===== src/rtl/writeback_stage_if.sv =====
// MEM -> WB handshake bundle plus the WB-side register/CSR write and trap outputs.
// The master drives MEM-stage results; the slave (writeback_stage) returns writeback state.
interface writeback_stage_if;
    logic        MEM_V;
    logic [31:0] MEM_IR;
    logic [63:0] MEM_NPC;
    logic [63:0] MEM_ALU_RESULT;
    logic [63:0] MEM_DATA;
    logic [63:0] MEM_CSRFD;
    logic [63:0] MEM_RFD;
    logic [1:0]  PRIV;
    logic [31:0] WB_IR;
    logic        WB_V;
    logic [63:0] WB_ALU_RESULT;
    logic [63:0] WB_MEM_RESULT;
    logic [63:0] WB_RFD;
    logic        WB_ST_REG;
    logic [63:0] WB_CSRFD;
    logic        WB_ST_CSR;
    logic        WB_CS;
    logic [63:0] WB_CAUSE;
    logic        TRAP_FLUSH;
    logic [63:0] INSTRET;

    modport master (
        output MEM_V, MEM_IR, MEM_NPC, MEM_ALU_RESULT,
        output MEM_DATA, MEM_CSRFD, MEM_RFD, PRIV,
        input  WB_IR, WB_V, WB_ALU_RESULT, WB_MEM_RESULT,
        input  WB_RFD, WB_ST_REG, WB_CSRFD, WB_ST_CSR,
        input  WB_CS, WB_CAUSE, TRAP_FLUSH, INSTRET
    );

    modport slave (
        input  MEM_V, MEM_IR, MEM_NPC, MEM_ALU_RESULT,
        input  MEM_DATA, MEM_CSRFD, MEM_RFD, PRIV,
        output WB_IR, WB_V, WB_ALU_RESULT, WB_MEM_RESULT,
        output WB_RFD, WB_ST_REG, WB_CSRFD, WB_ST_CSR,
        output WB_CS, WB_CAUSE, TRAP_FLUSH, INSTRET
    );
endinterface


===== src/rtl/writeback_stage.sv =====
// RV64 writeback stage: latches MEM results, builds register/CSR write data,
// raises ECALL / misaligned-load traps, drains the pipeline and counts retires.
module writeback_stage #(
    parameter int unsigned FLUSH_CYCLES = 3
) (
    input logic             CLK,
    input logic             RESET,
    writeback_stage_if.slave bus
);
    localparam logic [3:0] FC = 4'(FLUSH_CYCLES);

    localparam logic [6:0] OP_LOAD  = 7'b0000011;
    localparam logic [6:0] OP_OP    = 7'b0110011;
    localparam logic [6:0] OP_IMM   = 7'b0010011;
    localparam logic [6:0] OP_OP32  = 7'b0111011;
    localparam logic [6:0] OP_IMM32 = 7'b0011011;
    localparam logic [6:0] OP_LUI   = 7'b0110111;
    localparam logic [6:0] OP_AUIPC = 7'b0010111;
    localparam logic [6:0] OP_JAL   = 7'b1101111;
    localparam logic [6:0] OP_JALR  = 7'b1100111;
    localparam logic [6:0] OP_SYS   = 7'b1110011;

    typedef enum logic {RUN, DRAIN} state_t;

    state_t      state_q;
    logic [3:0]  cnt_q;
    logic        wb_v_q;
    logic [31:0] ir_q;
    logic [63:0] npc_q, alu_q, data_q, csrfd_q, old_q;
    logic [63:0] instret_q;

    logic [6:0]  opcode;
    logic [2:0]  f3;
    logic [4:0]  rd, rs1;
    logic        is_load, is_jump, is_csr, wr_op;
    logic        misal, ecall, trap;
    logic [63:0] sh, ld_ext, rfd, src, csr_wd, cause;

    assign opcode = ir_q[6:0];
    assign f3     = ir_q[14:12];
    assign rd     = ir_q[11:7];
    assign rs1    = ir_q[19:15];

    assign is_load = opcode == OP_LOAD;
    assign is_jump = (opcode == OP_JAL) | (opcode == OP_JALR);
    assign is_csr  = (opcode == OP_SYS) & (f3 != 3'b000);
    assign wr_op   = is_csr | (opcode inside {OP_OP, OP_IMM, OP_OP32,
                     OP_IMM32, OP_LOAD, OP_LUI, OP_AUIPC, OP_JAL, OP_JALR});

    // Bring the addressed lane down to bit 0, then extend by access size.
    assign sh = data_q >> {alu_q[2:0], 3'b000};

    always_comb begin
        ld_ext = sh;
        unique case (f3)
            3'b000:  ld_ext = {{56{sh[7]}}, sh[7:0]};
            3'b001:  ld_ext = {{48{sh[15]}}, sh[15:0]};
            3'b010:  ld_ext = {{32{sh[31]}}, sh[31:0]};
            3'b100:  ld_ext = {56'd0, sh[7:0]};
            3'b101:  ld_ext = {48'd0, sh[15:0]};
            3'b110:  ld_ext = {32'd0, sh[31:0]};
            default: ld_ext = sh;
        endcase
    end

    always_comb begin
        rfd = alu_q;
        unique case (1'b1)
            is_load: rfd = ld_ext;
            is_jump: rfd = npc_q;
            is_csr:  rfd = old_q;
            default: rfd = alu_q;
        endcase
    end

    assign src = f3[2] ? {59'd0, rs1} : csrfd_q;

    always_comb begin
        csr_wd = old_q;
        unique case (f3[1:0])
            2'b01:   csr_wd = src;
            2'b10:   csr_wd = old_q | src;
            2'b11:   csr_wd = old_q & ~src;
            default: csr_wd = old_q;
        endcase
    end

    always_comb begin
        misal = 1'b0;
        unique case (f3[1:0])
            2'b00: misal = 1'b0;
            2'b01: misal = alu_q[0];
            2'b10: misal = |alu_q[1:0];
            2'b11: misal = |alu_q[2:0];
        endcase
        misal = misal & is_load;
    end

    assign ecall = ir_q == 32'h0000_0073;
    assign trap  = wb_v_q & (misal | ecall);
    assign cause = misal ? 64'd4 : 64'd8 + {62'd0, bus.PRIV};

    assign bus.WB_IR         = ir_q;
    assign bus.WB_V          = wb_v_q;
    assign bus.WB_ALU_RESULT = alu_q;
    assign bus.WB_MEM_RESULT = ld_ext;
    assign bus.WB_RFD        = rfd;
    assign bus.WB_ST_REG     = wb_v_q & (rd != 5'd0) & wr_op & ~trap;
    assign bus.WB_CSRFD      = csr_wd;
    // Set/clear forms with a zero source never write the CSR.
    assign bus.WB_ST_CSR     = wb_v_q & is_csr & ~trap
                             & ~(f3[1] & (rs1 == 5'd0));
    assign bus.WB_CS         = trap;
    assign bus.WB_CAUSE      = trap ? cause : 64'd0;
    assign bus.TRAP_FLUSH    = trap | (state_q == DRAIN);
    assign bus.INSTRET       = instret_q;

    always_ff @(posedge CLK) begin
        if (RESET) begin
            state_q   <= RUN;
            cnt_q     <= 4'd0;
            wb_v_q    <= 1'b0;
            ir_q      <= 32'd0;
            npc_q     <= 64'd0;
            alu_q     <= 64'd0;
            data_q    <= 64'd0;
            csrfd_q   <= 64'd0;
            old_q     <= 64'd0;
            instret_q <= 64'd0;
        end else begin
            ir_q    <= bus.MEM_IR;
            npc_q   <= bus.MEM_NPC;
            alu_q   <= bus.MEM_ALU_RESULT;
            data_q  <= bus.MEM_DATA;
            csrfd_q <= bus.MEM_CSRFD;
            old_q   <= bus.MEM_RFD;
            wb_v_q  <= (state_q == RUN) & ~trap & bus.MEM_V;
            if (wb_v_q & ~trap)
                instret_q <= instret_q + 64'd1;
            unique case (state_q)
                RUN: begin
                    if (trap) begin
                        state_q <= DRAIN;
                        cnt_q   <= FC;
                    end
                end
                DRAIN: begin
                    cnt_q <= cnt_q - 4'd1;
                    if (cnt_q == 4'd1)
                        state_q <= RUN;
                end
            endcase
        end
    end
endmodule

===== src/flat_wrapper.sv =====
// flat-port wrapper written by rule: the top's interface ports become plain ports
module writeback_stage_flat 
#(
    parameter int unsigned FLUSH_CYCLES = 3
)
  (CLK, RESET, bus_MEM_V, bus_MEM_IR, bus_MEM_NPC, bus_MEM_ALU_RESULT, bus_MEM_DATA, bus_MEM_CSRFD, bus_MEM_RFD, bus_PRIV, bus_WB_IR, bus_WB_V, bus_WB_ALU_RESULT, bus_WB_MEM_RESULT, bus_WB_RFD, bus_WB_ST_REG, bus_WB_CSRFD, bus_WB_ST_CSR, bus_WB_CS, bus_WB_CAUSE, bus_TRAP_FLUSH, bus_INSTRET);
  writeback_stage_if bus_i ();
  input logic CLK;
  input logic RESET;
  input wire logic [$bits(bus_i.MEM_V)-1:0] bus_MEM_V;
  input wire logic [$bits(bus_i.MEM_IR)-1:0] bus_MEM_IR;
  input wire logic [$bits(bus_i.MEM_NPC)-1:0] bus_MEM_NPC;
  input wire logic [$bits(bus_i.MEM_ALU_RESULT)-1:0] bus_MEM_ALU_RESULT;
  input wire logic [$bits(bus_i.MEM_DATA)-1:0] bus_MEM_DATA;
  input wire logic [$bits(bus_i.MEM_CSRFD)-1:0] bus_MEM_CSRFD;
  input wire logic [$bits(bus_i.MEM_RFD)-1:0] bus_MEM_RFD;
  input wire logic [$bits(bus_i.PRIV)-1:0] bus_PRIV;
  output wire logic [$bits(bus_i.WB_IR)-1:0] bus_WB_IR;
  output wire logic [$bits(bus_i.WB_V)-1:0] bus_WB_V;
  output wire logic [$bits(bus_i.WB_ALU_RESULT)-1:0] bus_WB_ALU_RESULT;
  output wire logic [$bits(bus_i.WB_MEM_RESULT)-1:0] bus_WB_MEM_RESULT;
  output wire logic [$bits(bus_i.WB_RFD)-1:0] bus_WB_RFD;
  output wire logic [$bits(bus_i.WB_ST_REG)-1:0] bus_WB_ST_REG;
  output wire logic [$bits(bus_i.WB_CSRFD)-1:0] bus_WB_CSRFD;
  output wire logic [$bits(bus_i.WB_ST_CSR)-1:0] bus_WB_ST_CSR;
  output wire logic [$bits(bus_i.WB_CS)-1:0] bus_WB_CS;
  output wire logic [$bits(bus_i.WB_CAUSE)-1:0] bus_WB_CAUSE;
  output wire logic [$bits(bus_i.TRAP_FLUSH)-1:0] bus_TRAP_FLUSH;
  output wire logic [$bits(bus_i.INSTRET)-1:0] bus_INSTRET;
  assign bus_i.MEM_V = bus_MEM_V;
  assign bus_i.MEM_IR = bus_MEM_IR;
  assign bus_i.MEM_NPC = bus_MEM_NPC;
  assign bus_i.MEM_ALU_RESULT = bus_MEM_ALU_RESULT;
  assign bus_i.MEM_DATA = bus_MEM_DATA;
  assign bus_i.MEM_CSRFD = bus_MEM_CSRFD;
  assign bus_i.MEM_RFD = bus_MEM_RFD;
  assign bus_i.PRIV = bus_PRIV;
  assign bus_WB_IR = bus_i.WB_IR;
  assign bus_WB_V = bus_i.WB_V;
  assign bus_WB_ALU_RESULT = bus_i.WB_ALU_RESULT;
  assign bus_WB_MEM_RESULT = bus_i.WB_MEM_RESULT;
  assign bus_WB_RFD = bus_i.WB_RFD;
  assign bus_WB_ST_REG = bus_i.WB_ST_REG;
  assign bus_WB_CSRFD = bus_i.WB_CSRFD;
  assign bus_WB_ST_CSR = bus_i.WB_ST_CSR;
  assign bus_WB_CS = bus_i.WB_CS;
  assign bus_WB_CAUSE = bus_i.WB_CAUSE;
  assign bus_TRAP_FLUSH = bus_i.TRAP_FLUSH;
  assign bus_INSTRET = bus_i.INSTRET;
  writeback_stage #(.FLUSH_CYCLES(FLUSH_CYCLES)) u_core (.CLK(CLK), .RESET(RESET), .bus(bus_i));
endmodule

===== config.mk =====
export PLATFORM = sky130hd
export DESIGN_NAME = writeback_stage_flat
export DESIGN_NICKNAME = d
export VERILOG_FILES = /design/src/rtl/writeback_stage_if.sv /design/src/rtl/writeback_stage.sv /design/src/flat_wrapper.sv
export SDC_FILE = /design/constraint.sdc
export NUM_CORES = 1
export LEC_CHECK = 0
export BUFFER_PORTS_ARGS = -buffer_cell sky130_fd_sc_hd__buf_2
export CAP_MARGIN = 0
export CELL_PAD_IN_SITES_DETAIL_PLACEMENT = 1
export CELL_PAD_IN_SITES_GLOBAL_PLACEMENT = 1
export CORE_AREA = 4 4 304 306
export DETAILED_ROUTE_END_ITERATION = 7
export DIE_AREA = 0 0 308 310
export PLACE_DENSITY = 0.5
export SLEW_MARGIN = 40
export SYNTH_ARGS = -nofsm -noshare
export SYNTH_HDL_FRONTEND = slang
export SYNTH_SLANG_ARGS = --single-unit

===== constraint.sdc =====
create_clock -name CLK -period 3.02 [get_ports CLK]
set_input_delay 0.302 -clock CLK [delete_from_list [all_inputs] [get_ports CLK]]
set_output_delay 0.302 -clock CLK [all_outputs]
set_load 0.1 [all_outputs]

==> out/metrics.yaml <==
avgRoutedWirePerCell_um: 27.4
slowest_stage: "mux4_2"
fmax_mhz: 304
grt_setup_unrepaired: "yes"
drtPass1Iterations: 7
switching_share_pct: 38.0
cts_buffers: 52
crit_chain: "mux4_2 -> mux2i_4 -> buf_6 -> o22ai_4 -> a21oi_4 -> nand2b_4 -> buf_12 -> buf_16 -> nand2_2 -> buf_8"
gp_congestion: 0.888
crit_type: "flop to output pin"
ys_warn_count: 0
start_kind: "flop"
worstPathMaxFanout: 6
rows: 110
synth_area_um2: 18400
relSlewSlack_pct: 51.6
avgViaCountPerCell: 4.64
comb_power_share_pct: 33.1
antenna_found_initial: 24
first_global_vias: 22500
grtUsageTotal_pct: 24.5
ys_seq_area_share_pct: 46.0
start_util_pct: 20.5
synth_seq_cells: 422
cts_tree: "done"
final_hold_viol_count: 0
fin_crit_sh_pct: 109
die-width_um: 308
cts_num_sinks: 422
total_power_w: 0.0188
clockRootBuffer: "clkbuf_16"
finalSetupViolCount: 106
num_io_pins: 778
reg2reg_slack_ns: 0.46
cts.path.max_buffers: 3
holdWs_ns: 0.0412
regArea_um2: 8510
switchingPower_w: 0.00715
coreArea_um2: 89600
syn2layout_area_growth_pct: 95.6
grt_pass1_wl_mm: 169
clockPowerShare_pct: 34.6
syn-mean-instance-area_um2: 8.81
status: "finished, violations left"
min_path_type: "primary input to flop"
p_leak_nw: 14.9
cap_viol_max_count: 0
min_period_ns: 3.29
io_buffers: 717
fillers: 9986
clkLatencyLatePin_ns: 0.61
violations: "negative setup slack"
seq_power_share_pct: 32.3
synth_ff_type: "dfxtp_1"
peakVddDrop_uv: 350
grt_max_degree: 76
htree_num_levels: 2
internal_power_w: 0.0117
drive_above_1_share_pct: 42.8
critPathMaxStageDelay_ns: 0.54
clk_pin_slew_ns: 0.07
synth_cells: 2087
worst_slack_ns: -0.270
dp_hpwl_mm: 93.7
multi_input_area_um2: 11600
path_buf_inv: 4
tightest_slew_ns: 0.726
overflow: 0
async_flop_share_pct: 0
drc: 0
finClkSkew_ns: 0.0164
ant_nets: 0
final_nets: 3704
drt_iter0_drc: 1149
synth.distinct_cells: 74
cp_data_required_time_ns: 2.72
end_kind: "output pin"
wl_mm: 126
arrival_ns: 2.99
fin_util_pct: 40.1
synth_enable_flop_cells: 0
die_h_um: 310
slew_violations: 0
die_area_um2: 95500
cp_top_family: "multiplexers"
via_count: 21200
cellPowerDensity_nw_per_um2: 523
[per-layer routing]
layer | global-route usage, % | part of all wire (%) | vias to the layer above
li1 | - | - | 9630
met4 | 7.66 | 4.0 | 18
met2 | 45.5 | 51 | 791
met5 | 0 | 0.091 | -
met1 | 28.0 | 39 | 10600
met3 | 5.38 | 6.4 | 220
[flip-flops by register name (all words and copies together) (netlist names)]
signal,flops
u_core.bus.INSTRET,64
u_core.cnt_q,4
u_core.npc_q,64
u_core.bus.WB_ALU_RESULT,64
u_core.csrfd_q,64
u_core.state_q,1
u_core.old_q,64
u_core.bus.WB_IR,32
u_core.bus.WB_V,1
u_core.data_q,64
[per-stage QoR]
stage                     worst slack [ns]  std cells  instance area, µm²  setup TNS, ns
final                               -0.270       4575               35900         -17.24
after global routing                -0.373       4568               35900         -28.27
after CTS                           -0.316       4502               34600         -17.86
after detailed placement          -0.00408       3988               27400       -0.00408
after global placement             -0.0161       3985               27400        -0.0161
after floorplan                     -0.251       2146               20100          -3.42
[power groups by stage]
| stage | sequential, W | clock, W | combinational, W |
|---|---|---|---|
| after floorplan | 0.00656 | 0 | 0.00310 |
| after global placement | 0.00618 | 0 | 0.00527 |
| after detailed placement | 0.00618 | 0 | 0.00529 |
| after CTS | 0.00606 | 0.00671 | 0.00599 |
| after global routing | 0.00609 | 0.00692 | 0.00640 |
| final | 0.00608 | 0.00652 | 0.00622 |
[Yosys cell counts (all sizes together) (14+ instances only)]
cell type | n | area share, %
buf | 96 | 3.4
a222oi | 23 | 1.3
inv | 14 | 0.29
nor3 | 14 | 0.52
clkbuf | 112 | 2.3
nor2 | 97 | 2.0
nand2b | 65 | 2.3
a221oi | 18 | 0.86
a22oi | 21 | 0.86
mux2i | 54 | 3.0
dfxtp | 422 | 46
or3 | 32 | 1.1
nand2 | 204 | 4.2
mux2 | 28 | 1.7
o21ai | 121 | 3.3
nand3 | 26 | 0.74
a21oi | 142 | 3.9
nand4 | 27 | 1.0
xor2 | 16 | 0.76
nor2b | 357 | 12
o22ai | 59 | 2.0
[final timing paths]
check	startpoint	end	cells after the start
worst max-delay path	u_core.bus.WB_ALU_RESULT[0]	bus_WB_RFD[32]	10
worst min-delay path	bus_MEM_NPC[11]	u_core.npc_q[11]	2
worst max register to register	u_core.bus.WB_IR[20]	u_core.bus.INSTRET[54]	8
worst min register to register	u_core.bus.INSTRET[63]	u_core.bus.INSTRET[63]	2
[cells in the final DEF (no fill, tap or decap), drive strengths merged, types with 8 or more instances in the layout]
master / n
buf: 986
dfxtp: 422
nor2b: 357
dlygate4sd3: 350
nand2: 204
a21oi: 142
o21ai: 121
nor2: 97
clkbuf: 88
nand2b: 65
conb: 60
o22ai: 59
mux2i: 54
or3: 32
mux2: 28
nand4: 27
nand3: 26
a222oi: 23
a22oi: 21
a221oi: 18
xor2: 16
clkinv: 16
inv: 14
nor3: 14
and3: 12
diode: 11
a22o: 10
and4: 9
or4: 8
a211oi: 8
a31oi: 8
[worst reg2reg max path, delay by kind of cell, from the launching register on]
family,cells,cell delay (ns)
multiplexers,1,0.31
buffers and inverters,2,0.36
AND/OR/NAND/NOR,5,1.42
flip-flops,1,0.34
[repair_timing]
| item | CTS | global route |
|---|---|---|
| pin swaps | 51 | 49 |
| gates cloned | 8 | 13 |
| resized for setup | 322 | 138 |
| setup buffers | 58 | 50 |
| endpoints found under the setup margin | 179 | 149 |
| hold buffers | 350 | 0 |
| hold endpoints to repair | 350 | 0 |
[cell families (layout without fill, tap and decap cells)]
| family | Yosys count | after routing | share of synthesized area (%) |
|---|---|---|---|
| compound gates | 446 | 446 | 14.9 |
| fa+ha+maj | 3 | 3 | 0.204 |
| flops | 422 | 422 | 46.0 |
| other cells | 1 | 71 | 0.0204 |
| mux | 85 | 85 | 5.09 |
| simple gates | 886 | 886 | 26.8 |
| xor+xnor | 22 | 22 | 1.05 |
| buf+inv | 222 | 1464 | 5.96 |
[layout make-up]
cell class                 count  area share (%)
clock buffer                  73            4.09
timing repair buffer        1352            34.9
antenna                       11          0.0766
multi-input combinational   1502            32.2
inverter                      14           0.178
sequential                   422            23.7
tap                         1176            4.09
clock inverter                25           0.780
No activity file was read; power rests on OpenSTA's default activity.
